--- config.mk ---
export PLATFORM = sky130hd
export DESIGN_NAME = apb_master_arbiter_flat
export DESIGN_NICKNAME = d
export VERILOG_FILES = /design/src/rtl/apb_pkg.sv /design/src/rtl/apb_master_arbiter_if.sv /design/src/rtl/apb_master_arbiter_rr_arbiter.sv /design/src/rtl/apb_master_arbiter.sv /design/src/flat_wrapper.sv
export SDC_FILE = /design/constraint.sdc
export NUM_CORES = 1
export LEC_CHECK = 0
export BUFFER_PORTS_ARGS = -buffer_cell sky130_fd_sc_hd__clkbuf_2
export CAP_MARGIN = 20
export CORE_AREA = 2 2 155 157
export CTS_CLUSTER_SIZE = 24
export DETAILED_ROUTE_END_ITERATION = 7
export DIE_AREA = 0 0 157 159
export PLACE_DENSITY_LB_ADDON = 0.2
export SETUP_SLACK_MARGIN = 0.05
export SYNTH_ARGS = -nofsm -noshare
export SYNTH_HDL_FRONTEND = slang
export SYNTH_SLANG_ARGS = --single-unit
export TNS_END_PERCENT = 100
--- constraint.sdc ---
create_clock -name pclk -period 4.1 [get_ports pclk]
set_input_delay 0.41 -clock pclk [delete_from_list [all_inputs] [get_ports pclk]]
set_output_delay 0.41 -clock pclk [all_outputs]
set_load 0.005 [all_outputs]
--- src/rtl/apb_pkg.sv ---
// Shared types and helpers for the APB requester-side arbiter.
package apb_pkg;

  typedef enum logic [1:0] {
    APB_IDLE   = 2'b00,
    APB_SETUP  = 2'b01,
    APB_ACCESS = 2'b10
  } apb_state_e;

  // Index width for n items, never less than 1 bit.
  function automatic int unsigned clog2(input int unsigned n);
    int unsigned r;
    r = 1;
    for (int unsigned i = 1; i < 32; i++) begin
      if ((32'd1 << i) < n) r = i + 1;
    end
    return r;
  endfunction

endpackage

--- src/rtl/apb_master_arbiter_if.sv ---
// APB bus bundle between the requester-side arbiter and the completer bridge.
interface apb_master_arbiter_if #(
  parameter int unsigned DATA_WIDTH    = 32,
  parameter int unsigned ADDRESS_WIDTH = 32
);
  logic                     psel;
  logic                     penable;
  logic                     pwrite;
  logic [ADDRESS_WIDTH-1:0] paddr;
  logic [DATA_WIDTH-1:0]    pwdata;
  logic [DATA_WIDTH-1:0]    prdata;
  logic                     pready;

  modport master (
    output psel, penable, pwrite, paddr, pwdata,
    input  prdata, pready
  );

  modport slave (
    input  psel, penable, pwrite, paddr, pwdata,
    output prdata, pready
  );
endinterface

--- src/rtl/apb_master_arbiter_rr_arbiter.sv ---
// Combinational round-robin pick: first eligible bit at or above ptr, wrapping.
module rr_arbiter
  import apb_pkg::*;
#(
  parameter int unsigned NUM_REQ = 4,
  parameter int unsigned IDX_W   = clog2(NUM_REQ)
) (
  input  logic [NUM_REQ-1:0] eligible,
  input  logic [IDX_W-1:0]   ptr,
  output logic [NUM_REQ-1:0] grant,
  output logic [IDX_W-1:0]   grant_idx,
  output logic               any_grant
);

  int unsigned      pos;
  logic [IDX_W-1:0] pos_idx;

  // Scan NUM_REQ positions starting at ptr; the first hit wins.
  always_comb begin
    grant     = '0;
    grant_idx = '0;
    any_grant = 1'b0;
    pos       = 0;
    pos_idx   = '0;
    for (int unsigned off = 0; off < NUM_REQ; off++) begin
      pos     = (32'(ptr) + off) % NUM_REQ;
      pos_idx = IDX_W'(pos);
      if (!any_grant && eligible[pos_idx]) begin
        grant[pos_idx] = 1'b1;
        grant_idx      = pos_idx;
        any_grant      = 1'b1;
      end
    end
  end

endmodule

--- src/rtl/apb_master_arbiter.sv ---
// APB requester-side controller: round-robin share of one APB completer port
// among NUM_REQ requesters, sequencing IDLE/SETUP/ACCESS with registered outputs.
// Optional ACCESS-phase timeout enabled by defining APB_TIMEOUT_EN.
module apb_master_arbiter
  import apb_pkg::*;
#(
  parameter int unsigned DATA_WIDTH     = 32,
  parameter int unsigned ADDRESS_WIDTH  = 32,
  parameter int unsigned NUM_REQ        = 4,
  parameter int unsigned TIMEOUT_CYCLES = 16
) (
  input  logic                            pclk,
  input  logic                            preset,
  input  logic [NUM_REQ-1:0]              req,
  input  logic [NUM_REQ-1:0]              req_write,
  input  logic [NUM_REQ*ADDRESS_WIDTH-1:0] req_addr,
  input  logic [NUM_REQ*DATA_WIDTH-1:0]   req_wdata,
  output logic [NUM_REQ-1:0]              done,
  output logic [DATA_WIDTH-1:0]           rsp_rdata,
  output logic                            rsp_err,
  apb_master_arbiter_if.master            apb
);

  localparam int unsigned IDX_W = clog2(NUM_REQ);

  if (NUM_REQ < 2 || NUM_REQ > 8 || TIMEOUT_CYCLES < 1) begin : g_bad_cfg
    $error("apb_master_arbiter: NUM_REQ must be 2..8 and TIMEOUT_CYCLES >= 1");
  end

  apb_state_e               state_q, state_d;
  logic [IDX_W-1:0]         ptr_q, ptr_d;
  logic [IDX_W-1:0]         idx_q, idx_d;
  logic [NUM_REQ-1:0]       win_q, win_d;
  logic                     psel_q, psel_d;
  logic                     penable_q, penable_d;
  logic                     pwrite_q, pwrite_d;
  logic [ADDRESS_WIDTH-1:0] paddr_q, paddr_d;
  logic [DATA_WIDTH-1:0]    pwdata_q, pwdata_d;
  logic [NUM_REQ-1:0]       done_q, done_d;
  logic [DATA_WIDTH-1:0]    rdata_q, rdata_d;
  logic [IDX_W-1:0]         ptr_next;

`ifdef APB_TIMEOUT_EN
  localparam int unsigned      CNT_W     = clog2(TIMEOUT_CYCLES);
  localparam logic [CNT_W-1:0] CNT_LIMIT = CNT_W'(TIMEOUT_CYCLES - 1);
  logic [CNT_W-1:0] cnt_q, cnt_d;
  logic             err_q, err_d;
`endif

  logic [NUM_REQ-1:0] eligible;
  logic [NUM_REQ-1:0] grant;
  logic [IDX_W-1:0]   grant_idx;
  logic               any_grant;

  // A requester whose done is showing this cycle is masked out of arbitration.
  assign eligible = req & ~done_q;
  assign ptr_next = (idx_q == IDX_W'(NUM_REQ - 1)) ? '0 : idx_q + 1'b1;

  rr_arbiter #(
    .NUM_REQ (NUM_REQ),
    .IDX_W   (IDX_W)
  ) u_arb (
    .eligible  (eligible),
    .ptr       (ptr_q),
    .grant     (grant),
    .grant_idx (grant_idx),
    .any_grant (any_grant)
  );

  // Next-state and next-output computation; every output is the registered
  // value for the state being entered.
  always_comb begin
    state_d   = state_q;
    ptr_d     = ptr_q;
    idx_d     = idx_q;
    win_d     = win_q;
    psel_d    = psel_q;
    penable_d = penable_q;
    pwrite_d  = pwrite_q;
    paddr_d   = paddr_q;
    pwdata_d  = pwdata_q;
    done_d    = '0;
    rdata_d   = '0;
`ifdef APB_TIMEOUT_EN
    cnt_d     = cnt_q;
    err_d     = 1'b0;
`endif
    case (state_q)
      APB_IDLE: begin
        psel_d    = 1'b0;
        penable_d = 1'b0;
        if (any_grant) begin
          state_d  = APB_SETUP;
          idx_d    = grant_idx;
          win_d    = grant;
          psel_d   = 1'b1;
          pwrite_d = req_write[grant_idx];
          paddr_d  = req_addr[grant_idx*ADDRESS_WIDTH +: ADDRESS_WIDTH];
          pwdata_d = req_wdata[grant_idx*DATA_WIDTH +: DATA_WIDTH];
        end
      end
      APB_SETUP: begin
        state_d   = APB_ACCESS;
        psel_d    = 1'b1;
        penable_d = 1'b1;
`ifdef APB_TIMEOUT_EN
        cnt_d     = '0;
`endif
      end
      APB_ACCESS: begin
        if (apb.pready) begin
          state_d   = APB_IDLE;
          psel_d    = 1'b0;
          penable_d = 1'b0;
          done_d    = win_q;
          rdata_d   = pwrite_q ? '0 : apb.prdata;
          ptr_d     = ptr_next;
        end
`ifdef APB_TIMEOUT_EN
        else if (cnt_q == CNT_LIMIT) begin
          state_d   = APB_IDLE;
          psel_d    = 1'b0;
          penable_d = 1'b0;
          done_d    = win_q;
          err_d     = 1'b1;
          ptr_d     = ptr_next;
        end else begin
          cnt_d = cnt_q + 1'b1;
        end
`endif
      end
      default: begin
        state_d   = APB_IDLE;
        psel_d    = 1'b0;
        penable_d = 1'b0;
      end
    endcase
  end

  // State and output registers; reset abandons any in-flight transfer.
  always_ff @(posedge pclk or posedge preset) begin
    if (preset) begin
      state_q   <= APB_IDLE;
      ptr_q     <= '0;
      idx_q     <= '0;
      win_q     <= '0;
      psel_q    <= 1'b0;
      penable_q <= 1'b0;
      pwrite_q  <= 1'b0;
      paddr_q   <= '0;
      pwdata_q  <= '0;
      done_q    <= '0;
      rdata_q   <= '0;
`ifdef APB_TIMEOUT_EN
      cnt_q     <= '0;
      err_q     <= 1'b0;
`endif
    end else begin
      state_q   <= state_d;
      ptr_q     <= ptr_d;
      idx_q     <= idx_d;
      win_q     <= win_d;
      psel_q    <= psel_d;
      penable_q <= penable_d;
      pwrite_q  <= pwrite_d;
      paddr_q   <= paddr_d;
      pwdata_q  <= pwdata_d;
      done_q    <= done_d;
      rdata_q   <= rdata_d;
`ifdef APB_TIMEOUT_EN
      cnt_q     <= cnt_d;
      err_q     <= err_d;
`endif
    end
  end

  assign apb.psel    = psel_q;
  assign apb.penable = penable_q;
  assign apb.pwrite  = pwrite_q;
  assign apb.paddr   = paddr_q;
  assign apb.pwdata  = pwdata_q;
  assign done        = done_q;
  assign rsp_rdata   = rdata_q;
`ifdef APB_TIMEOUT_EN
  assign rsp_err     = err_q;
`else
  assign rsp_err     = 1'b0;
`endif

endmodule

--- src/flat_wrapper.sv ---
// flat-port wrapper written by rule: the top's interface ports become plain ports
module apb_master_arbiter_flat import apb_pkg::*;
#(
  parameter int unsigned DATA_WIDTH     = 32,
  parameter int unsigned ADDRESS_WIDTH  = 32,
  parameter int unsigned NUM_REQ        = 4,
  parameter int unsigned TIMEOUT_CYCLES = 16
)
  (pclk, preset, req, req_write, req_addr, req_wdata, done, rsp_rdata, rsp_err, apb_psel, apb_penable, apb_pwrite, apb_paddr, apb_pwdata, apb_prdata, apb_pready);
  apb_master_arbiter_if #(.DATA_WIDTH(DATA_WIDTH), .ADDRESS_WIDTH(ADDRESS_WIDTH)) apb_i ();
  input  logic pclk;
  input  logic preset;
  input  logic [NUM_REQ-1:0] req;
  input  logic [NUM_REQ-1:0] req_write;
  input  logic [NUM_REQ*ADDRESS_WIDTH-1:0] req_addr;
  input  logic [NUM_REQ*DATA_WIDTH-1:0] req_wdata;
  output logic [NUM_REQ-1:0] done;
  output logic [DATA_WIDTH-1:0] rsp_rdata;
  output logic rsp_err;
  output wire logic [$bits(apb_i.psel)-1:0] apb_psel;
  output wire logic [$bits(apb_i.penable)-1:0] apb_penable;
  output wire logic [$bits(apb_i.pwrite)-1:0] apb_pwrite;
  output wire logic [$bits(apb_i.paddr)-1:0] apb_paddr;
  output wire logic [$bits(apb_i.pwdata)-1:0] apb_pwdata;
  input wire logic [$bits(apb_i.prdata)-1:0] apb_prdata;
  input wire logic [$bits(apb_i.pready)-1:0] apb_pready;
  assign apb_psel = apb_i.psel;
  assign apb_penable = apb_i.penable;
  assign apb_pwrite = apb_i.pwrite;
  assign apb_paddr = apb_i.paddr;
  assign apb_pwdata = apb_i.pwdata;
  assign apb_i.prdata = apb_prdata;
  assign apb_i.pready = apb_pready;
  apb_master_arbiter #(.DATA_WIDTH(DATA_WIDTH), .ADDRESS_WIDTH(ADDRESS_WIDTH), .NUM_REQ(NUM_REQ), .TIMEOUT_CYCLES(TIMEOUT_CYCLES)) u_core (.pclk(pclk), .preset(preset), .req(req), .req_write(req_write), .req_addr(req_addr), .req_wdata(req_wdata), .done(done), .rsp_rdata(rsp_rdata), .rsp_err(rsp_err), .apb(apb_i));
endmodule
==> results of run 1 <==
-- worst max-delay path, cell delays in order, from the launching register on --
cell                      delay [ns]
sky130_fd_sc_hd__dfrtp_1        0.60
sky130_fd_sc_hd__inv_1          0.23
sky130_fd_sc_hd__ha_1           0.47
sky130_fd_sc_hd__nor2b_1        0.23
sky130_fd_sc_hd__o21ai_0        0.22
sky130_fd_sc_hd__a22o_2         0.22
sky130_fd_sc_hd__buf_4          0.46
sky130_fd_sc_hd__buf_4          0.32
sky130_fd_sc_hd__nor4_1         0.08
sky130_fd_sc_hd__mux2_4         0.30
sky130_fd_sc_hd__nor4_2         0.25
-- synthesized netlist by cell type, drive strengths merged --
cell and instances:
nor2b 9, mux2 32, a22o 2, nand2 15, o41ai 1, o32ai 66
conb 1, nand2b 5, and2b 1, nor3b 2, nor3 102, o31a 1
clkinv 1, o21ai 6, a21o 2, a21boi 1, nand3 2, nand3b 2
and3b 1, inv 38, ha 9, o2111ai 1, or3b 1, mux2i 5
o31ai 1, o211ai 2, nor2 39, buf 39, a211oi 66, and4 1
clkbuf 50, dfrtp 113, a21oi 3, and2 36, or3 2, a221oi 5
nand4 1, nor4 100, a22oi 1, a31oi 5
-- metrics by stage --
step / setup WS, ns / power [mW]
after CTS: 0.6147 / 7.875
after detailed placement: 0.6146 / 6.490
after global routing: 0.2808 / 8.369
after global placement: 0.7226 / 6.429
after floorplan: 0.7026 / 5.077
final: 0.6109 / 7.807
-- power breakdown --
part | internal, mW | leakage, nW | switching, mW | total, mW
clock | 0.783 | 0.243 | 0.564 | 1.35
sequential | 1.56 | 1.36 | 0.265 | 1.82
combinational | 1.81 | 3.07 | 2.83 | 4.64
-- state kept, by name, indices dropped and copies added (netlist names) --
name	cells
u_core.state_q	2
u_core.idx_q	2
u_core.apb.pwdata	32
u_core.ptr_q	2
u_core.done	4
u_core.apb.penable	1
u_core.apb.psel	1
u_core.win_q	4
u_core.apb.pwrite	1
u_core.rsp_rdata	32
u_core.apb.paddr	32
-- metal layers --
layer | up-vias | global-route usage
li1 | 3670 | -
met1 | 3681 | 0.2821
met2 | 350 | 0.3680
met3 | 50 | 0.06233
met4 | 0 | 0.08424
met5 | - | 0
-- kinds of logic (layout without fill, tap and decap cells) --
logic type                 count (synthesis)  count (layout)  share of synthesized area
other                                      1               1                  0.0005092
and+or+nand+nor                          319             319                     0.2691
AOI/OAI and AO/OA                        163             163                     0.1799
muxes                                     37              37                    0.07204
buffers and inverters                    128             494                    0.07917
DFF                                      113             113                     0.3840
adders and majority gates                  9               9                    0.01529
-- layout make-up --
class	count	area (um^2)
Timing Repair Buffer	423	2222
Inverter	39	148.9
Clock inverter	13	90.09
Sequential cell	113	2828
Fill cell	2333	13060
Clock buffer	19	442.9
Tap cell	319	399.1
Multi-Input combinational cell	529	3999
-- worst max path at each step --
stage | slack, ns | cells after the start | to
after floorplan | 0.70 | 1 | u_core.apb.paddr[0]
after global routing | 0.28 | 10 | u_core.apb.paddr[2]
after global placement | 0.72 | 9 | u_core.apb.paddr[11]
after CTS | 0.61 | 9 | u_core.apb.paddr[11]
after detailed placement | 0.61 | 10 | u_core.apb.paddr[10]
final | 0.61 | 10 | u_core.apb.paddr[10]
==> results.sh, run 1 <==
export IMPL_drt_first_iter_violations=594
export IMPL_dpl_cell_area_um2=9597
export IMPL_die_h_um=159
export IMPL_worst_ir_drop_vdd_uv=475.4
export IMPL_met3RoutedLength_um=2243
export IMPL_timing_worst_setup_path_type="register to register"
export IMPL_ios=403
export IMPL_timing_slew_headroom=0.3597
export IMPL_synth_yosys_warnings=0
export IMPL_dp_hpwl_um=20260
export IMPL_highest_layer="met4"
export IMPL_worst_setup_path_start_kind="register"
export IMPL_synth_net_count=1078
export IMPL_dieWidth_um=157
export IMPL_power_density_nw_per_um2=770.7
export IMPL_unrepaired_setup_endpoints_after_global_routing="no"
export IMPL_globalRoute_totalOverflow=0
export IMPL_cts_sinks=113
export IMPL_outcome="finished, final reports clean"
export IMPL_synth_top_cell_area_share=0.3840
export IMPL_layout_cells_non_filler=1455
export IMPL_clk_pin_slew_ns=0.06
export IMPL_detailroute_wirelength_met2_um=13440
export IMPL_insertion_delay_ns=0.42
export IMPL_timing_critical_path_required_ns=4.43
export IMPL_finish_net_count=1431
export IMPL_drt_met1_wl_um=12040
export IMPL_dpl_cell_count=1423
export IMPL_post_route_cells_drive_above_1_share=0.4710
export IMPL_grt_usage=0.2251
export IMPL_critical_path_arrival_ns=3.82
export IMPL_fin_util=0.4368
export IMPL_postSynthRegisterBits=113
export IMPL_clock_tree_htree_level_count=4
export IMPL_layout_cell_area_non_filler_um2=10130
export IMPL_layout_common_cells="401 x sky130_fd_sc_hd__clkbuf_2, 113 x sky130_fd_sc_hd__dfrtp_1, 102 x sky130_fd_sc_hd__nor3_1"
export IMPL_timing_final_crit_period_ns=3.489
export IMPL_hp_class="input pin to register"
export IMPL_grt_start_max_net_pins=73
export IMPL_diodes=0
export IMPL_worst_hold_depth=2
export IMPL_finalHoldWorstSlack_ns=0.1851
export IMPL_worst_hold_startpoint="apb_prdata[27]"
export IMPL_fmax_mhz=286.6
export IMPL_synth_cells=770
export IMPL_power_leakage_nw=4.678
export IMPL_number_of_global_route_vias_before_repair=7773
export IMPL_initial_core_util=0.3175
export IMPL_grt_pass1_wl_um=43750
export IMPL_drt_wl_total_um=28580
export IMPL_max_slew_worst_pin_slew_ns=0.9605
export IMPL_floorplan_core_area_um2=23190
export IMPL_postCtsSetupBuffers=0
export IMPL_reg2reg_from="u_core.ptr_q[1]"
export IMPL_numCtsBuffers=17
export IMPL_cap_violations=0
export IMPL_synthesis_area_per_instance_um2=9.564
export IMPL_routabilityCongestion=0.8814
export IMPL_final_hold_violation_count=0
export IMPL_number_of_placement_rows=56
export IMPL_timing_max_transition_violations_final=0
export IMPL_vias_per_cell=5.327
export IMPL_number_of_antenna_violations_at_the_first_check_in_global_routing=0
export IMPL_drt_pre_antenna_iters=5
export IMPL_detail_route_drc_violations=0
export IMPL_cts_tree="yes"
export IMPL_cp_max_fo=49
export IMPL_crit_path_start="u_core.ptr_q[1]"
export IMPL_layout_area_overhead_vs_synth_pct=37.55
export IMPL_post_synth_instance_area_um2=7365
export IMPL_holdPathEnd="u_core.rsp_rdata[27]"
export IMPL_skew_ns=0.01673
export IMPL_worstRegToRegCells=10
export IMPL_ys_types=51
export IMPL_cts_hold_buffers=0
export IMPL_timing_rr_end="u_core.apb.paddr[10]"
export IMPL_synth_largest_area_cell="sky130_fd_sc_hd__dfrtp_1"
export IMPL_via_count=7751
export IMPL_design_die_area_um2=24960
export IMPL_synth_seq_area_share=0.3840
export IMPL_route_antenna_remaining_nets=0
export IMPL_worst_setup_path_end_kind="register"
export IMPL_regToRegSetupSlack_ns=0.61
export IMPL_root_buffer="sky130_fd_sc_hd__clkbuf_16"
export IMPL_synth_top_cells_by_area="sky130_fd_sc_hd__dfrtp_1 38%, sky130_fd_sc_hd__o32ai_1 7.8%, sky130_fd_sc_hd__nor3_1 6.9%"
export IMPL_cts_max_path_buffers=2
export IMPL_most_common_library_cell_in_the_layout_ignoring_fill_and_taps="sky130_fd_sc_hd__clkbuf_2"
export IMPL_post_cts_resized_instances=0
export IMPL_timing_final_crit_share=0.8510
export IMPL_timing_setup_tns_ns=0
export IMPL_routed_wire_length_per_instance_um=19.64
export IMPL_io_buffers=401
export IMPL_final_setup_violations=0
(Power assumes the default switching activity.)
==> run 2: changes to the inputs <==
Settings changed: ABC_AREA set to 1, CORE_AREA 2 2 155 157 to 2 2 156 158, DIE_AREA 0 0 157 159 to 0 0 158 160, SETUP_SLACK_MARGIN 0.05 to unset.
==> run 2 against run 1 <==
Via count up 8.9%. Final cell count up 25%. Count of clock-buffer cells in the layout up 1. Critical endpoint is now u_core.apb.paddr[17].
==> results.sh, run 2 <==
export IMPL_outcome="finished, final reports clean"
export IMPL_grt_usage=0.2215
export IMPL_skew_ns=0.01233
export IMPL_routed_wire_length_per_instance_um=15.17
export IMPL_multi_input_area_um2=3582
export IMPL_cts_sinks=113
export IMPL_final_hold_violation_count=0
export IMPL_vias_per_cell=4.629
export IMPL_fmax_mhz=310.7
export IMPL_critical_path_arrival_ns=3.57
export IMPL_ys_top_cells_by_count="331 x sky130_fd_sc_hd__nand2_1, 210 x sky130_fd_sc_hd__inv_1, 181 x sky130_fd_sc_hd__nand3_1, 113 x sky130_fd_sc_hd__dfrtp_1, 65 x sky130_fd_sc_hd__nand3b_1"
export IMPL_max_slew_worst_pin_slew_ns=0.7389
export IMPL_worst_setup_path_end_kind="register"
export IMPL_number_of_placement_rows=57
export IMPL_post_cts_resized_instances=0
export IMPL_drt_first_iter_violations=410
export IMPL_synth_seq_area_share=0.3750
export IMPL_cts_max_path_buffers=2
export IMPL_insertion_delay_ns=0.42
export IMPL_post_synth_top_count_cell="sky130_fd_sc_hd__nand2_1"
export IMPL_synth_net_count=1431
export IMPL_globalRoute_totalOverflow=0
export IMPL_synth_cells=1123
export IMPL_num_fill_cells=2557
export IMPL_ys_types=31
export IMPL_clock_tree_htree_level_count=4
export IMPL_synth_top_cells_by_area="sky130_fd_sc_hd__dfrtp_1 37%, sky130_fd_sc_hd__nand2_1 16%, sky130_fd_sc_hd__nand3_1 12%"
export IMPL_diodes=0
export IMPL_floorplan_core_area_um2=23820
export IMPL_timing_max_transition_violations_final=0
export IMPL_io_buffers=401
export IMPL_timing_slew_headroom=0.5074
export IMPL_synth_enable_flop_cells=0
export IMPL_initial_core_util=0.3166
export IMPL_timing_setup_tns_ns=0
export IMPL_design_die_area_um2=25280
export IMPL_power_density_nw_per_um2=930.6
export IMPL_fin_util=0.4380
export IMPL_timing_final_crit_share=0.7850
export IMPL_hp_class="input pin to async pin"
export IMPL_postCtsSetupBuffers=0
export IMPL_dpl_cell_count=1791
export IMPL_worst_setup_path_start_kind="register"
export IMPL_timing_critical_path_required_ns=4.45
export IMPL_die_h_um=160
export IMPL_final_setup_violations=0
export IMPL_synth_ff_type="sky130_fd_sc_hd__dfrtp_1"
export IMPL_synth_largest_area_cell="sky130_fd_sc_hd__dfrtp_1"
export IMPL_layout_area_overhead_vs_synth_pct=38.36
export IMPL_timing_final_crit_period_ns=3.218
export IMPL_number_of_antenna_violations_at_the_first_check_in_global_routing=0
export IMPL_number_of_global_route_vias_before_repair=8262
export IMPL_unrepaired_setup_endpoints_after_global_routing="no"
export IMPL_synth_yosys_warnings=0
export IMPL_cap_violations=0
export IMPL_drt_wl_total_um=27650
export IMPL_via_count=8438
export IMPL_numCtsBuffers=17
export IMPL_cts_tree="yes"
export IMPL_grt_start_max_net_pins=99
export IMPL_postSynthRegisterBits=113
export IMPL_routabilityCongestion=0.9168
export IMPL_synth_top_cell_area_share=0.3750
export IMPL_layout_cells_non_filler=1823
export IMPL_dp_hpwl_um=20330
export IMPL_worst_ir_drop_vdd_uv=671.9
export IMPL_most_common_library_cell_in_the_layout_ignoring_fill_and_taps="sky130_fd_sc_hd__clkbuf_2"
export IMPL_dieWidth_um=158
export IMPL_post_synth_instance_area_um2=7541
export IMPL_layout_common_cells="401 x sky130_fd_sc_hd__clkbuf_2, 331 x sky130_fd_sc_hd__nand2_1, 209 x sky130_fd_sc_hd__inv_1"
export IMPL_finish_net_count=1794
export IMPL_ff_latch_area_um2=2828
export IMPL_grt_pass1_wl_um=43730
export IMPL_ys_async_sr_fraction=1.000
export IMPL_post_route_cells_drive_above_1_share=0.3115
export IMPL_detail_route_drc_violations=0
export IMPL_route_antenna_remaining_nets=0
export IMPL_clk_pin_slew_ns=0.06
export IMPL_synthesis_area_per_instance_um2=6.715
export IMPL_power_leakage_nw=6.406
export IMPL_drt_pre_antenna_iters=5
export IMPL_ios=403
export IMPL_root_buffer="sky130_fd_sc_hd__clkbuf_16"
export IMPL_timing_worst_setup_path_type="register to register"
export IMPL_finalHoldWorstSlack_ns=0.1165
export IMPL_cp_max_fo=32
export IMPL_cts_hold_buffers=0
export IMPL_report_power_total_mw=9.710
## run 2: cell count changes after synthesis, moves of 66 or more
| cell | previous run | this run |
|---|---|---|
| sky130_fd_sc_hd__nand3_1 | 2 | 181 |
| sky130_fd_sc_hd__nor3_1 | 102 | 0 |
| sky130_fd_sc_hd__inv_1 | 37 | 210 |
| sky130_fd_sc_hd__nand2_1 | 15 | 331 |
| sky130_fd_sc_hd__o32ai_1 | 66 | 0 |
| sky130_fd_sc_hd__a211oi_1 | 66 | 0 |
## run 2: metrics by stage
step	area, um^2	setup slack [ns]
CTS	10430	0.8487
detailed placement	9798	0.8556
global route	10430	0.6267
floorplan	7541	0.7026
global placement	9798	0.9153
finish	10430	0.8815
## run 2: layout make-up
cell class	instances	share of cell area
inverters	214	0.07747
multi-input cells	725	0.3433
flip-flops and latches	113	0.2710
repair buffers	415	0.2084
clock inverters	12	0.01715
well taps	324	0.03885
clock buffers	20	0.04377
## run 2: logic make-up (layout without fill, tap and decap cells)
| family | count (synthesis) | in the layout | synth area share |
|---|---|---|---|
| AND/OR/NAND/NOR | 695 | 695 | 0.4402 |
| other | 1 | 1 | 0.0004973 |
| flip-flops | 113 | 113 | 0.3750 |
| adder cells (fa/ha/maj) | 9 | 9 | 0.01493 |
| buffers and inverters | 285 | 661 | 0.1520 |
| AO/OA/AOI/OAI | 20 | 20 | 0.01742 |
## run 2: report_power, final
part	internal [mW]	total [mW]	switching (mW)
sequential	1.60	1.88	0.288
clock	1.05	1.61	0.562
combinational	2.12	6.21	4.09
## run 2: final timing paths
kind                                     start              endpoint  slack [ns]  depth (start not counted)
max reg2reg                    u_core.ptr_q[0]  u_core.apb.paddr[17]        0.88                         14
min in group pclk                apb_prdata[6]   u_core.rsp_rdata[6]        0.18                          3
max                            u_core.ptr_q[0]  u_core.apb.paddr[17]        0.88                         14
max in group asynchronous               preset   u_core.apb.paddr[0]        3.04                          3
min                                     preset   u_core.rsp_rdata[9]        0.12                          2
min reg2reg                u_core.apb.paddr[9]   u_core.apb.paddr[9]        0.48                          2
## run 2: worst max-delay path, cell delays in order, from the launching register on
cell,delay [ns]
sky130_fd_sc_hd__dfrtp_1,0.67
sky130_fd_sc_hd__inv_4,0.11
sky130_fd_sc_hd__ha_1,0.36
sky130_fd_sc_hd__inv_1,0.10
sky130_fd_sc_hd__nand3_1,0.08
sky130_fd_sc_hd__nand2_1,0.19
sky130_fd_sc_hd__nand3_2,0.15
sky130_fd_sc_hd__nand2_1,0.08
sky130_fd_sc_hd__nand2_1,0.09
sky130_fd_sc_hd__nand2_1,0.09
sky130_fd_sc_hd__nand2_2,0.39
sky130_fd_sc_hd__nor2_2,0.20
sky130_fd_sc_hd__buf_4,0.38
sky130_fd_sc_hd__nand3_1,0.15
sky130_fd_sc_hd__nand3_1,0.09
## run 2: per-layer routing
| metal | GRT usage | part of all wire |
|---|---|---|
| met2 | 0.3709 | 0.49 |
| met4 | 0.09214 | 0.036 |
| met5 | 0 | 0 |
| met1 | 0.2739 | 0.41 |
| met3 | 0.04912 | 0.066 |
==> run 3: changes to the inputs <==
Settings changed: ABC_AREA 1 to 0, CORE_AREA 2 2 156 158 to 2 2 154 156, DIE_AREA 0 0 158 160 to 0 0 156 158.
Clock period 4.1 ns to 2.8 ns, I/O delays scaled along.
==> run 3 against run 2 <==
Worst hold slack worse by 0.073 ns. Largest cell class unchanged. Routed wire length increased by 3.8%. Total power grew 28%. Sequential power up 41%. Final cell count decreased by 21%.
==> results.sh, run 3 (synthesis gave the netlist of run 1 again) <==
export IMPL_outcome="finished, final reports clean"
export IMPL_cpMaxStageDelayCell="sky130_fd_sc_hd__dfrtp_1"
export IMPL_ios=403
export IMPL_max_slew_worst_pin_slew_ns=0.7819
export IMPL_cts_sinks=113
export IMPL_fmax_mhz=373.2
export IMPL_clk_pin_slew_ns=0.06
export IMPL_drt_pre_antenna_iters=5
export IMPL_number_of_antenna_violations_at_the_first_check_in_global_routing=0
export IMPL_skew_ns=0.01065
export IMPL_most_common_library_cell_in_the_layout_ignoring_fill_and_taps="sky130_fd_sc_hd__clkbuf_2"
export IMPL_layout_cell_area_non_filler_um2=10560
export IMPL_ff_latch_area_um2=2828
export IMPL_grt_usage=0.2190
export IMPL_number_of_placement_rows=56
export IMPL_report_power_total_mw=12.44
export IMPL_vias_per_cell=5.464
export IMPL_highest_layer="met4"
export IMPL_grt_pass1_wl_um=42210
export IMPL_clock_tree_htree_level_count=4
export IMPL_finalHoldWorstSlack_ns=0.04327
export IMPL_finalWorstSetupSlack_ns=0.1206
export IMPL_dp_hpwl_um=19660
export IMPL_die_h_um=158
export IMPL_cts_tree="yes"
export IMPL_cp_max_fo=32
export IMPL_layout_common_cells="401 x sky130_fd_sc_hd__clkbuf_2, 113 x sky130_fd_sc_hd__dfrtp_1, 102 x sky130_fd_sc_hd__nor3_1"
export IMPL_diodes=0
export IMPL_route_antenna_remaining_nets=0
export IMPL_initial_core_util=0.3195
export IMPL_worst_setup_path_end_kind="register"
export IMPL_dieWidth_um=156
export IMPL_insertion_delay_ns=0.42
export IMPL_number_of_global_route_vias_before_repair=7605
export IMPL_final_setup_violations=0
export IMPL_met3RoutedLength_um=2384
export IMPL_reg2reg_from="u_core.ptr_q[0]"
export IMPL_worst_ir_drop_vdd_uv=614.0
export IMPL_layout_cells_non_filler=1443
export IMPL_globalRoute_totalOverflow=0
export IMPL_timing_slew_headroom=0.4776
export IMPL_post_place_ws_ns=0.008047
export IMPL_layout_area_overhead_vs_synth_pct=43.42
export IMPL_multi_input_area_um2=4074
export IMPL_path_buf_inv=3
export IMPL_final_hold_violation_count=0
export IMPL_drt_first_iter_violations=552
export IMPL_timing_final_crit_period_ns=2.679
export IMPL_root_buffer="sky130_fd_sc_hd__clkbuf_16"
export IMPL_dpl_cell_area_um2=9814
export IMPL_timing_critical_path_required_ns=3.12
export IMPL_path_delay_family="compound AO/OA/AOI/OAI gates"
export IMPL_crit_path_start="u_core.ptr_q[0]"
export IMPL_detail_route_drc_violations=0
export IMPL_hp_class="input pin to async pin"
export IMPL_via_count=7885
export IMPL_cts_max_path_buffers=2
export IMPL_slowest_delay_ns=0.36
export IMPL_timing_worst_setup_path_type="register to register"
export IMPL_cap_violations=0
export IMPL_num_fill_cells=2276
export IMPL_finish_net_count=1448
export IMPL_io_buffers=401
export IMPL_routed_wire_length_per_instance_um=19.89
export IMPL_drt_met1_wl_um=11840
export IMPL_design_die_area_um2=24650
export IMPL_detailroute_wirelength_met2_um=13530
export IMPL_numCtsBuffers=17
export IMPL_grt_start_max_net_pins=114
export IMPL_power_leakage_nw=4.904
export IMPL_power_density_nw_per_um2=1178
export IMPL_critical_path_cell_chain="clkinv_2 -> ha_4 -> buf_4 -> nor2_1 -> and4_1 -> o31ai_4 -> a21o_4 -> buf_12 -> mux2_4 -> nor4_2"
export IMPL_drt_wl_total_um=28710
export IMPL_critical_path_arrival_ns=3.00
export IMPL_timing_max_transition_violations_final=0
export IMPL_routabilityCongestion=0.8439
export IMPL_timing_final_crit_share=0.9569
export IMPL_floorplan_core_area_um2=23050
export IMPL_post_route_cells_drive_above_1_share=0.4831
export IMPL_dpl_cell_count=1404
export IMPL_worst_setup_path_start_kind="register"
## run 3: cell types whose count changed in the layout (fill, tap and decap cells not counted), sizes merged, moves of 22 or more
| cell | delta |
|---|---|
| a211oi | +66 |
| nor4 | +100 |
| nand3b | -63 |
| and2 | +36 |
| nand2 | -321 |
| or2 | -33 |
| nand3 | -183 |
| inv | -171 |
| nor3 | +102 |
| o32ai | +66 |
| buf | +22 |
| nand4 | -33 |
| mux2 | +32 |
## run 3: power breakdown
group / switching (mW) / internal [mW]
clock: 0.905 / 1.25
sequential: 0.368 / 2.28
combinational: 4.35 / 3.29
## run 3: what timing repair did
action | in CTS | in global routing
resized for setup | 2 | 8
buffers inserted | 0 | 4
setup endpoints to repair | 3 | 55
gates cloned | 0 | 3
hold buffers | 0 | 0
pin swaps | 0 | 6
## run 3: per-layer routing
metal,up-vias,global-route usage
met5,-,0
met4,0,0.08781
met3,58,0.06378
met2,365,0.3538
met1,3756,0.2760
li1,3706,-
## run 3: per-stage QoR
step           setup TNS, ns    util
3_3_place_gp               0  0.4257
6_report                   0  0.4582
5_1_grt            -0.003281  0.4582
3_5_place_dp               0  0.4257
2_1_floorplan              0       -
4_1_cts                    0  0.4509
## run 3: worst register-to-register path, delay by kind of cell, from the launching register on
family	cells	cell delay (ns)
simple gates	3	0.50
buf+inv	3	0.43
fa+ha+maj	1	0.33
compound gates	2	0.61
mux	1	0.34
flops	1	0.36
## run 3: final timing paths
| check | endpoint | slack (ns) | depth (start not counted) |
|---|---|---|---|
| worst min-delay path | u_core.rsp_rdata[19] | 0.04 | 3 |
| max in group asynchronous | u_core.apb.pwdata[6] | 2.28 | 3 |
| worst max-delay path | u_core.apb.pwdata[7] | 0.12 | 10 |
| min in group pclk | u_core.rsp_rdata[13] | 0.06 | 2 |
| worst max register to register | u_core.apb.pwdata[7] | 0.12 | 10 |
| worst min register to register | u_core.done[1] | 0.48 | 1 |
## run 3: final cells by class
cell class	instances	area share
Multi-Input combinational cell	529	0.3857
Clock inverter	14	0.01374
Sequential cell	113	0.2677
Timing Repair Buffer	440	0.2435
Inverter	39	0.01433
Tap cell	290	0.03435
Clock buffer	18	0.04063
